===== src/rtl/pipeline_pkg.sv =====
// Shared pipeline definitions: ALU operation codes, forwarding selects and
// the ID/EX control bundle. Decode and execute must agree on these encodings.
package pipeline_pkg;

  localparam logic [2:0] ALU_AND = 3'b000;
  localparam logic [2:0] ALU_OR  = 3'b001;
  localparam logic [2:0] ALU_ADD = 3'b010;
  localparam logic [2:0] ALU_SUB = 3'b110;
  localparam logic [2:0] ALU_SLT = 3'b111;

  localparam logic [1:0] FWD_RF  = 2'b00;
  localparam logic [1:0] FWD_WB  = 2'b01;
  localparam logic [1:0] FWD_MEM = 2'b10;

  typedef struct packed {
    logic       regwrite;
    logic       memtoreg;
    logic       memwrite;
    logic       alusrc;
    logic       regdst;
    logic [2:0] alucontrol;
  } idex_ctrl_t;

endpackage


===== src/rtl/alu.sv =====
// Combinational ALU: add, subtract, AND, OR and signed set-less-than.
// Unused operation codes yield zero.
module alu
  import pipeline_pkg::*;
#(
  parameter int WIDTH = 32
) (
  input  logic [WIDTH-1:0] a,
  input  logic [WIDTH-1:0] b,
  input  logic [2:0]       alucontrol,
  output logic [WIDTH-1:0] y,
  output logic             zero
);

  logic [WIDTH-1:0] diff;
  logic             lt;

  // Signs decide when they differ, so an overflowing a - b cannot flip the result.
  always_comb begin
    diff = a + ~b + 1'b1;
    lt   = (a[WIDTH-1] != b[WIDTH-1]) ? a[WIDTH-1] : diff[WIDTH-1];
  end

  always_comb begin
    y = '0;
    case (alucontrol)
      ALU_AND: y = a & b;
      ALU_OR:  y = a | b;
      ALU_ADD: y = a + b;
      ALU_SUB: y = diff;
      ALU_SLT: y = {{(WIDTH-1){1'b0}}, lt};
      default: y = '0;
    endcase
  end

  assign zero = (y == '0);

endmodule


===== src/rtl/execute_stage.sv =====
// Execute stage: ID/EX pipeline register, operand forwarding, ALU and
// destination register selection feeding the EX/MEM register.
module execute_stage
  import pipeline_pkg::*;
#(
  parameter int WIDTH   = 32,
  parameter int REGBITS = 5
) (
  input  logic               clk,
  input  logic               reset,
  input  logic               stall_e,
  input  logic               flush_e,
  input  logic               regwrite_d,
  input  logic               memtoreg_d,
  input  logic               memwrite_d,
  input  logic               alusrc_d,
  input  logic               regdst_d,
  input  logic [2:0]         alucontrol_d,
  input  logic [WIDTH-1:0]   rd1_d,
  input  logic [WIDTH-1:0]   rd2_d,
  input  logic [WIDTH-1:0]   signimm_d,
  input  logic [REGBITS-1:0] rs_d,
  input  logic [REGBITS-1:0] rt_d,
  input  logic [REGBITS-1:0] rd_d,
  input  logic [1:0]         forward_a_e,
  input  logic [1:0]         forward_b_e,
  input  logic [WIDTH-1:0]   aluout_m,
  input  logic [WIDTH-1:0]   result_w,
  output logic               regwrite_e,
  output logic               memtoreg_e,
  output logic               memwrite_e,
  output logic [REGBITS-1:0] rs_e,
  output logic [REGBITS-1:0] rt_e,
  output logic [REGBITS-1:0] writereg_e,
  output logic [WIDTH-1:0]   aluout_e,
  output logic [WIDTH-1:0]   writedata_e,
  output logic               zero_e
);

  idex_ctrl_t         ctrl_q, ctrl_d;
  logic [WIDTH-1:0]   rd1_q, rd2_q, signimm_q;
  logic [REGBITS-1:0] rs_q, rt_q, rd_q;
  logic [WIDTH-1:0]   srca, fwdb, srcb;

  always_comb begin
    ctrl_d            = '0;
    ctrl_d.regwrite   = regwrite_d;
    ctrl_d.memtoreg   = memtoreg_d;
    ctrl_d.memwrite   = memwrite_d;
    ctrl_d.alusrc     = alusrc_d;
    ctrl_d.regdst     = regdst_d;
    ctrl_d.alucontrol = alucontrol_d;
  end

  // Flush takes precedence over stall so a squashed instruction never lingers.
  always_ff @(posedge clk) begin
    if (reset || flush_e) begin
      ctrl_q    <= '0;
      rd1_q     <= '0;
      rd2_q     <= '0;
      signimm_q <= '0;
      rs_q      <= '0;
      rt_q      <= '0;
      rd_q      <= '0;
    end else if (!stall_e) begin
      ctrl_q    <= ctrl_d;
      rd1_q     <= rd1_d;
      rd2_q     <= rd2_d;
      signimm_q <= signimm_d;
      rs_q      <= rs_d;
      rt_q      <= rt_d;
      rd_q      <= rd_d;
    end
  end

  // The unused select 2'b11 falls back to the register-file value.
  always_comb begin
    case (forward_a_e)
      FWD_WB:  srca = result_w;
      FWD_MEM: srca = aluout_m;
      default: srca = rd1_q;
    endcase
    case (forward_b_e)
      FWD_WB:  fwdb = result_w;
      FWD_MEM: fwdb = aluout_m;
      default: fwdb = rd2_q;
    endcase
    srcb = ctrl_q.alusrc ? signimm_q : fwdb;
  end

  alu #(.WIDTH(WIDTH)) u_alu (
    .a          (srca),
    .b          (srcb),
    .alucontrol (ctrl_q.alucontrol),
    .y          (aluout_e),
    .zero       (zero_e)
  );

  assign regwrite_e  = ctrl_q.regwrite;
  assign memtoreg_e  = ctrl_q.memtoreg;
  assign memwrite_e  = ctrl_q.memwrite;
  assign rs_e        = rs_q;
  assign rt_e        = rt_q;
  assign writereg_e  = ctrl_q.regdst ? rd_q : rt_q;
  assign writedata_e = fwdb;

endmodule


===== config.mk =====
export PLATFORM = sky130hd
export DESIGN_NAME = execute_stage
export DESIGN_NICKNAME = d
export VERILOG_FILES = /design/src/rtl/pipeline_pkg.sv /design/src/rtl/alu.sv /design/src/rtl/execute_stage.sv
export SDC_FILE = /design/constraint.sdc
export NUM_CORES = 1
export LEC_CHECK = 0
export ABC_AREA = 0
export CAP_MARGIN = 10
export CELL_PAD_IN_SITES_DETAIL_PLACEMENT = 0
export CELL_PAD_IN_SITES_GLOBAL_PLACEMENT = 1
export CORE_ASPECT_RATIO = 1.1
export CORE_MARGIN = 5
export CORE_UTILIZATION = 39
export CTS_BUF_LIST = sky130_fd_sc_hd__clkbuf_4
export CTS_CLUSTER_DIAMETER = 40
export DETAILED_ROUTE_END_ITERATION = 8
export MAX_ROUTING_LAYER = met4
export PLACE_DENSITY_LB_ADDON = 0.1
export RECOVER_POWER = 25
export SLEW_MARGIN = 20
export SYNTH_ARGS = -nofsm -noshare
export SYNTH_HDL_FRONTEND = slang
export SYNTH_SLANG_ARGS = --single-unit

===== constraint.sdc =====
create_clock -name clk -period 19.2 [get_ports clk]
set_input_delay 3.84 -clock clk [delete_from_list [all_inputs] [get_ports clk]]
set_output_delay 3.84 -clock clk [all_outputs]
set_load 0.02 [all_outputs]

==> results of run 1 <==
## cells in the final DEF (no fill, tap or decap), types with 8 or more instances in the layout
cell	n
buf_4	10
nor4_1	9
nor2_1	205
o21ai_0	103
nand2_1	115
mux2_2	8
a31oi_1	15
o31ai_1	11
diode_2	8
inv_1	146
o21a_1	14
o211ai_1	10
a21oi_1	116
nand4_1	9
dfxtp_1	117
mux2i_1	129
a211oi_1	11
nor2b_1	9
clkdlybuf4s50_1	271
clkbuf_4	17
xnor2_1	20
o22ai_1	20
nand3_1	12
a22oi_1	66
nor3_1	16
ha_1	97
## report_power, final
group	switching (mW)	internal (mW)	leakage, nW
combinational	0.201	0.141	4.76
sequential	0.00502	0.255	0.971
clock	0.122	0.0700	0.156
## worst min path at each step
stage,endpoint,slack [ns],depth (start not counted)
global route,signimm_q[17],0.53,2
detailed placement,ctrl_q[4],0.48,2
finish,ctrl_q[4],0.51,2
CTS,signimm_q[14],0.52,2
global placement,ctrl_q[4],0.47,2
floorplan,rd_q[0],0.46,2
## routing by layer
metal,share of wire [%],global-route usage [%]
met5,0,-
met4,2.4,8.21
met3,8.6,7.10
met2,44,43.1
met1,45,37.7
## kinds of logic after synthesis
| logic type | synth area share, % |
|---|---|
| AOI/OAI and AO/OA | 25.8 |
| and+or+nand+nor | 16.5 |
| buffers and inverters | 8.77 |
| muxes | 12.8 |
| DFF | 22.1 |
| adders and majority gates | 12.1 |
| xor gates and xnor gates | 1.95 |
## cell type report
type	count	area, um2	share of cell area [%]
tap	357	447	3.20
clock buffer	17	128	0.915
clock inverter	15	158	1.13
sequential	119	2380	17.1
timing repair buffer	283	2810	20.1
inverter	147	552	3.95
antenna	8	20.0	0.143
multi-input combinational	1114	7450	53.4
## flip-flops by register name (all words and copies together), names as in the netlist
register	flops
rs_e	5
ctrl_q	5
rd_q	5
rd1_q	32
rt_e	5
regwrite_e	1
memwrite_e	1
memtoreg_e	1
signimm_q	32
rd2_q	32
## stage by stage
stage	hold WS, ns	setup WS, ns	area, um2	total power [mW]	std cells
floorplan	0.458	5.08	10800	0.470	1481
global placement	0.467	3.32	13600	0.603	2020
detailed placement	0.478	3.10	13600	0.602	2020
CTS	0.515	3.06	13900	0.798	2052
global route	0.531	2.38	14000	0.841	2060
finish	0.509	3.07	14000	0.795	2060
## worst max-delay path, delay by kind of cell
| kind | cells | cell delay [ns] |
|---|---|---|
| and+or+nand+nor | 10 | 2.85 |
| adders and majority gates | 3 | 1.40 |
| AOI/OAI and AO/OA | 13 | 2.84 |
| buffers and inverters | 4 | 1.34 |
==> impl_metrics.toml, run 1 <==
[timing]
clock.fmax_mhz = 62.0
setup_viol_count_final = 0
drv_slew = 58
setup-tns-final_ns = 0
layout_min_cycle_time_ns = 16.13
period_share_pct = 84.0
clock_skew_ns = 0
tightest_slew_ns = 3.34
slew_headroom_pct = -123
finalHoldViolations = 0
rsz0062_at_grt = "false"

[status]
violations = "max-capacitance violations, max-slew violations"
status = "complete, but fails checks"

[route]
drc = 0
wl_mm = 44.8
ant_nets = 0
avgRoutedWirePerCell_um = 21.8
dr_total_vias = 11700
first_pass_iters = 6
drt-vias-per-instance = 5.68
drt_iter0_markers = 1115

[cts]
cts_root_buffer = "clkbuf_4"
clock_latency_ns = 0.54
htreeDepth = 4
cts_tree = "yes"
postCtsSetupBuffers = 0
cts_resized = 0
clk_pin_slew_ns = 0.16
cts_buffer_depth = 2
cts_sinks = 119
cts_buffers = 17
hold_buffers = 0

[pwr]
leakage_nw = 5.89
power_density_mw_per_mm2 = 57.0
irDropWorstVdd_mv = 0.0422

[global_routing]
grt_start_max_net_pins = 77
antenna_found_initial = 8
overflow = 0
grt_pass1_wl_mm = 66.2
first_global_vias = 11100
grtUsageTotal_pct = 28.5

[synthesis]
post-synth-top-area-fraction_pct = 22.1
synthArstFlopShare_pct = 0
synth_most_common_cell = "nor2_1"
yosys_warnings = 0
synth_top_area_cell = "dfxtp_1"
synth_cell_types = 74
synth_seq_area_share_pct = 22.1
syn_inst = 1481
syn_nets = 1774
postSynthAreaPerCell_um2 = 7.27
synth-main-ff-cell = "dfxtp_1"
synth_edf_count = 0
synth_area_mm2 = 0.0108
synth_common_cells = "nor2_1 (206), inv_1 (146), mux2i_1 (129)"
netlist_top_cells_area = "dfxtp_1 (22%), mux2i_1 (12%), ha_1 (11%), nor2_1 (7.2%), a21oi_1 (5.4%)"
synth_seq_cells = 119

[worst_setup_path]
path_max_fanout = 32
ff2ff_setup_slack_ns = 17.97
r2r-end = "ctrl_q[0]"
path_class = "input port to output pin"
endpoint_kind = "output pin"
reg2reg_from = "ctrl_q[0]"
startpoint = "forward_b_e[0]"
slowest_stage = "ha_2"
crit_path_end = "zero_e"
cpPeakStageDelay_ns = 0.66
path_common_cell = "a21oi_1"
startpoint_type = "input port"
arrival_ns = 12.29
required_ns = 15.36
rr_worst_depth = 3

[flow_run]
max-cap-violations = 1

[finish]
utilization_pct = 51.5
n_fill_cell = 2714
final_nets = 1975
drive_above_1_share_pct = 3.89
syn_to_final_growth_pct = 29.5

[floorplanning]
dieArea_mm2 = 0.0311
io_pins = 274
core_area_mm2 = 0.0271
fp.dieW_um = 168
initial_core_util_pct = 39.7
placementRows = 63
die_h_um = 184

[worst_hold_path]
hp-start = "ctrl_q[4]"
hp-class = "flop to flop"

[place]
place.gp.congestion = 0.954
dp_hpwl_mm = 35.2
io_buffers = 273
(Power assumes the default switching activity.)
==> inputs of run 2 (changes only) <==
--- a/config.mk
+++ b/config.mk
@@ -11,7 +11,7 @@
 export CELL_PAD_IN_SITES_GLOBAL_PLACEMENT = 1
 export CORE_ASPECT_RATIO = 1.1
 export CORE_MARGIN = 5
-export CORE_UTILIZATION = 39
+export CORE_UTILIZATION = 33
 export CTS_BUF_LIST = sky130_fd_sc_hd__clkbuf_4
 export CTS_CLUSTER_DIAMETER = 40
 export DETAILED_ROUTE_END_ITERATION = 8
==> constraint.sdc (replaced) <==
create_clock -name clk -period 14.7 [get_ports clk]
set_input_delay 2.94 -clock clk [delete_from_list [all_inputs] [get_ports clk]]
set_output_delay 2.94 -clock clk [all_outputs]
set_load 0.02 [all_outputs]
==> run 2 against run 1 <==
Against the previous run:
- via count decreased by 2.1%
- die area increased by 17%
- wire length increased by 2.4%
- sequential share of layout area decreased by 0.14 points
- clock power increased by 18%
- sequential power increased by 31%
- the flow still finishes with violations (max-capacitance violations, max-slew violations)
- clock skew unchanged
- final area increased by 0.82%
- power increased by 28%
- largest cell class unchanged
- hold slack got worse by 0.0048 ns
- critical endpoint unchanged
- highest routed layer unchanged
- utilization decreased by 7.9 points
==> impl_metrics.toml, run 2 (synthesized netlist as in run 1, its figures left out) <==
[worst_hold_path]
hold_depth = 2
hp-start = "signimm_q[31]"
hp-class = "flop to flop"
holdPathEnd = "signimm_q[31]"

[global_routing]
first_global_vias = 11200
overflow = 0
grtUsageTotal_pct = 25.2
antenna_found_initial = 5
grt_start_max_net_pins = 72
grt_pass1_wl_mm = 68.8

[cts]
cts_buffer_depth = 2
htreeDepth = 4
postCtsSetupBuffers = 0
cts_buffers = 17
cts_root_buffer = "clkbuf_4"
hold_buffers = 0
clk_pin_slew_ns = 0.10
clock_latency_ns = 0.53
cts_tree = "yes"
cts_resized = 0
cts_sinks = 119

[finish]
syn_to_final_growth_pct = 30.6
drive_above_1_share_pct = 4.06
n_fill_cell = 3394
final_common_cell = "clkdlybuf4s50_1"
reg_top3 = "rd1_q: 32 flops, rd2_q: 32 flops, signimm_q: 32 flops"
final_nets = 1984
final_cell_mix = "clkdlybuf4s50_1 (271), nor2_1 (205), inv_1 (146)"

[floorplanning]
core_area_mm2 = 0.0323
initial_core_util_pct = 33.4
die_h_um = 200
dieArea_mm2 = 0.0364
fp.dieW_um = 182
io_pins = 274
placementRows = 69

[timing]
setup_viol_count_final = 0
setup-tns-final_ns = 0
finalHoldViolations = 0
rsz0062_at_grt = "false"
layout_min_cycle_time_ns = 14.17
tightest_slew_ns = 3.30
drv_slew = 122
clock.fmax_mhz = 70.6
period_share_pct = 96.4
worst_slack_ns = 0.527
slew_headroom_pct = -120
clock_skew_ns = 0

[status]
status = "complete, but fails checks"
violations = "max-capacitance violations, max-slew violations"

[route]
drc = 0
first_pass_iters = 5
avgRoutedWirePerCell_um = 21.5
drt_iter0_markers = 1002
drt-vias-per-instance = 5.38
wl_mm = 45.9
dr_total_vias = 11500
ant_nets = 0

[worst_setup_path]
endpoint_kind = "output pin"
startpoint = "forward_b_e[0]"
path_max_fanout = 23
ff2ff_setup_slack_ns = 13.45
arrival_ns = 11.23
r2r-end = "ctrl_q[0]"
rr_worst_depth = 3
reg2reg_from = "ctrl_q[0]"
path_class = "input port to output pin"
startpoint_type = "input port"
required_ns = 11.76

[pwr]
p_sw_share_pct = 39.2
irDropWorstVdd_mv = 0.0516
leakage_nw = 5.91
power_frac_seq_pct = 33.4
power_frac_comb_pct = 44.5
p_int_mw = 0.619
clockPowerShare_pct = 22.2
power_density_mw_per_mm2 = 72.4
netSwitchingPower_mw = 0.399

[place]
pre_cts_slack_ns = 0.409
dp_hpwl_mm = 36.5
io_buffers = 273
place.gp.congestion = 0.878

[flow_run]
max-cap-violations = 2
[run 2: worst max path at each step]
| stage | end | slack, ns |
|---|---|---|
| after floorplan | zero_e | 2.38 |
| after global placement | zero_e | 0.60 |
| after detailed placement | zero_e | 0.41 |
| after CTS | zero_e | 0.39 |
| after global routing | zero_e | 0.16 |
| final | zero_e | 0.53 |
[run 2: layer usage]
layer | wire (um) | track usage, % | part of all wire [%] | vias up
li1 | - | - | - | 5603
met1 | 21700 | 35.0 | 47 | 5385
met2 | 20400 | 38.3 | 45 | 449
met3 | 3380 | 5.61 | 7.4 | 28
met4 | 398 | 4.00 | 0.87 | 0
met5 | 0 | - | 0 | -
[run 2: cell type report]
type | count | area [um2] | area share, %
Antenna cell | 5 | 12.5 | 0.0889
Sequential cell | 119 | 2380 | 17.0
Clock buffer | 18 | 135 | 0.961
Multi-Input combinational cell | 1114 | 7470 | 53.1
Tap cell | 426 | 533 | 3.79
Timing Repair Buffer | 292 | 2870 | 20.4
Inverter | 147 | 552 | 3.92
Clock inverter | 10 | 110 | 0.783
[run 2: stage by stage]
stage / instance area (um2) / hold WS, ns / std cells / total power [mW] / util, %
floorplan: 10800 / 0.458 / 1481 / 0.613 / -
global route: 14100 / 0.529 / 2131 / 1.08 / 43.6
global placement: 13800 / 0.473 / 2098 / 0.794 / 42.7
finish: 14100 / 0.504 / 2131 / 1.02 / 43.6
CTS: 14000 / 0.513 / 2126 / 1.02 / 43.5
detailed placement: 13800 / 0.485 / 2098 / 0.793 / 42.7
[run 2: power by group through the flow]
stage          Combinational [mW]  Sequential (mW)  Clock (mW)
2_1_floorplan               0.267            0.346           0
3_3_place_gp                0.447            0.347           0
3_5_place_dp                0.446            0.347           0
4_1_cts                     0.449            0.340       0.236
5_1_grt                     0.492            0.341       0.249
6_report                    0.453            0.340       0.226
[run 2: worst max-delay path, stage by stage]
cell             delay [ns]
clkdlybuf4s50_1        0.60
inv_1                  0.12
ha_4                   0.43
nor2_1                 0.08
a21oi_1                0.16
o21ai_0                0.19
ha_1                   0.51
or4_4                  0.59
a21oi_1                0.31
o21ai_1                0.18
a21oi_1                0.28
o21ai_1                0.18
a31oi_1                0.27
nand2_1                0.11
nand2b_1               0.08
a21oi_1                0.07
o31ai_1                0.32
fa_1                   0.31
o22a_1                 0.14
a21oi_1                0.07
or3_1                  0.40
or4_1                  0.40
or4_1                  0.42
nor4_1                 0.39
nand4b_1               0.19
or4_1                  0.59
nor4_2                 0.24
clkdlybuf4s50_1        0.64
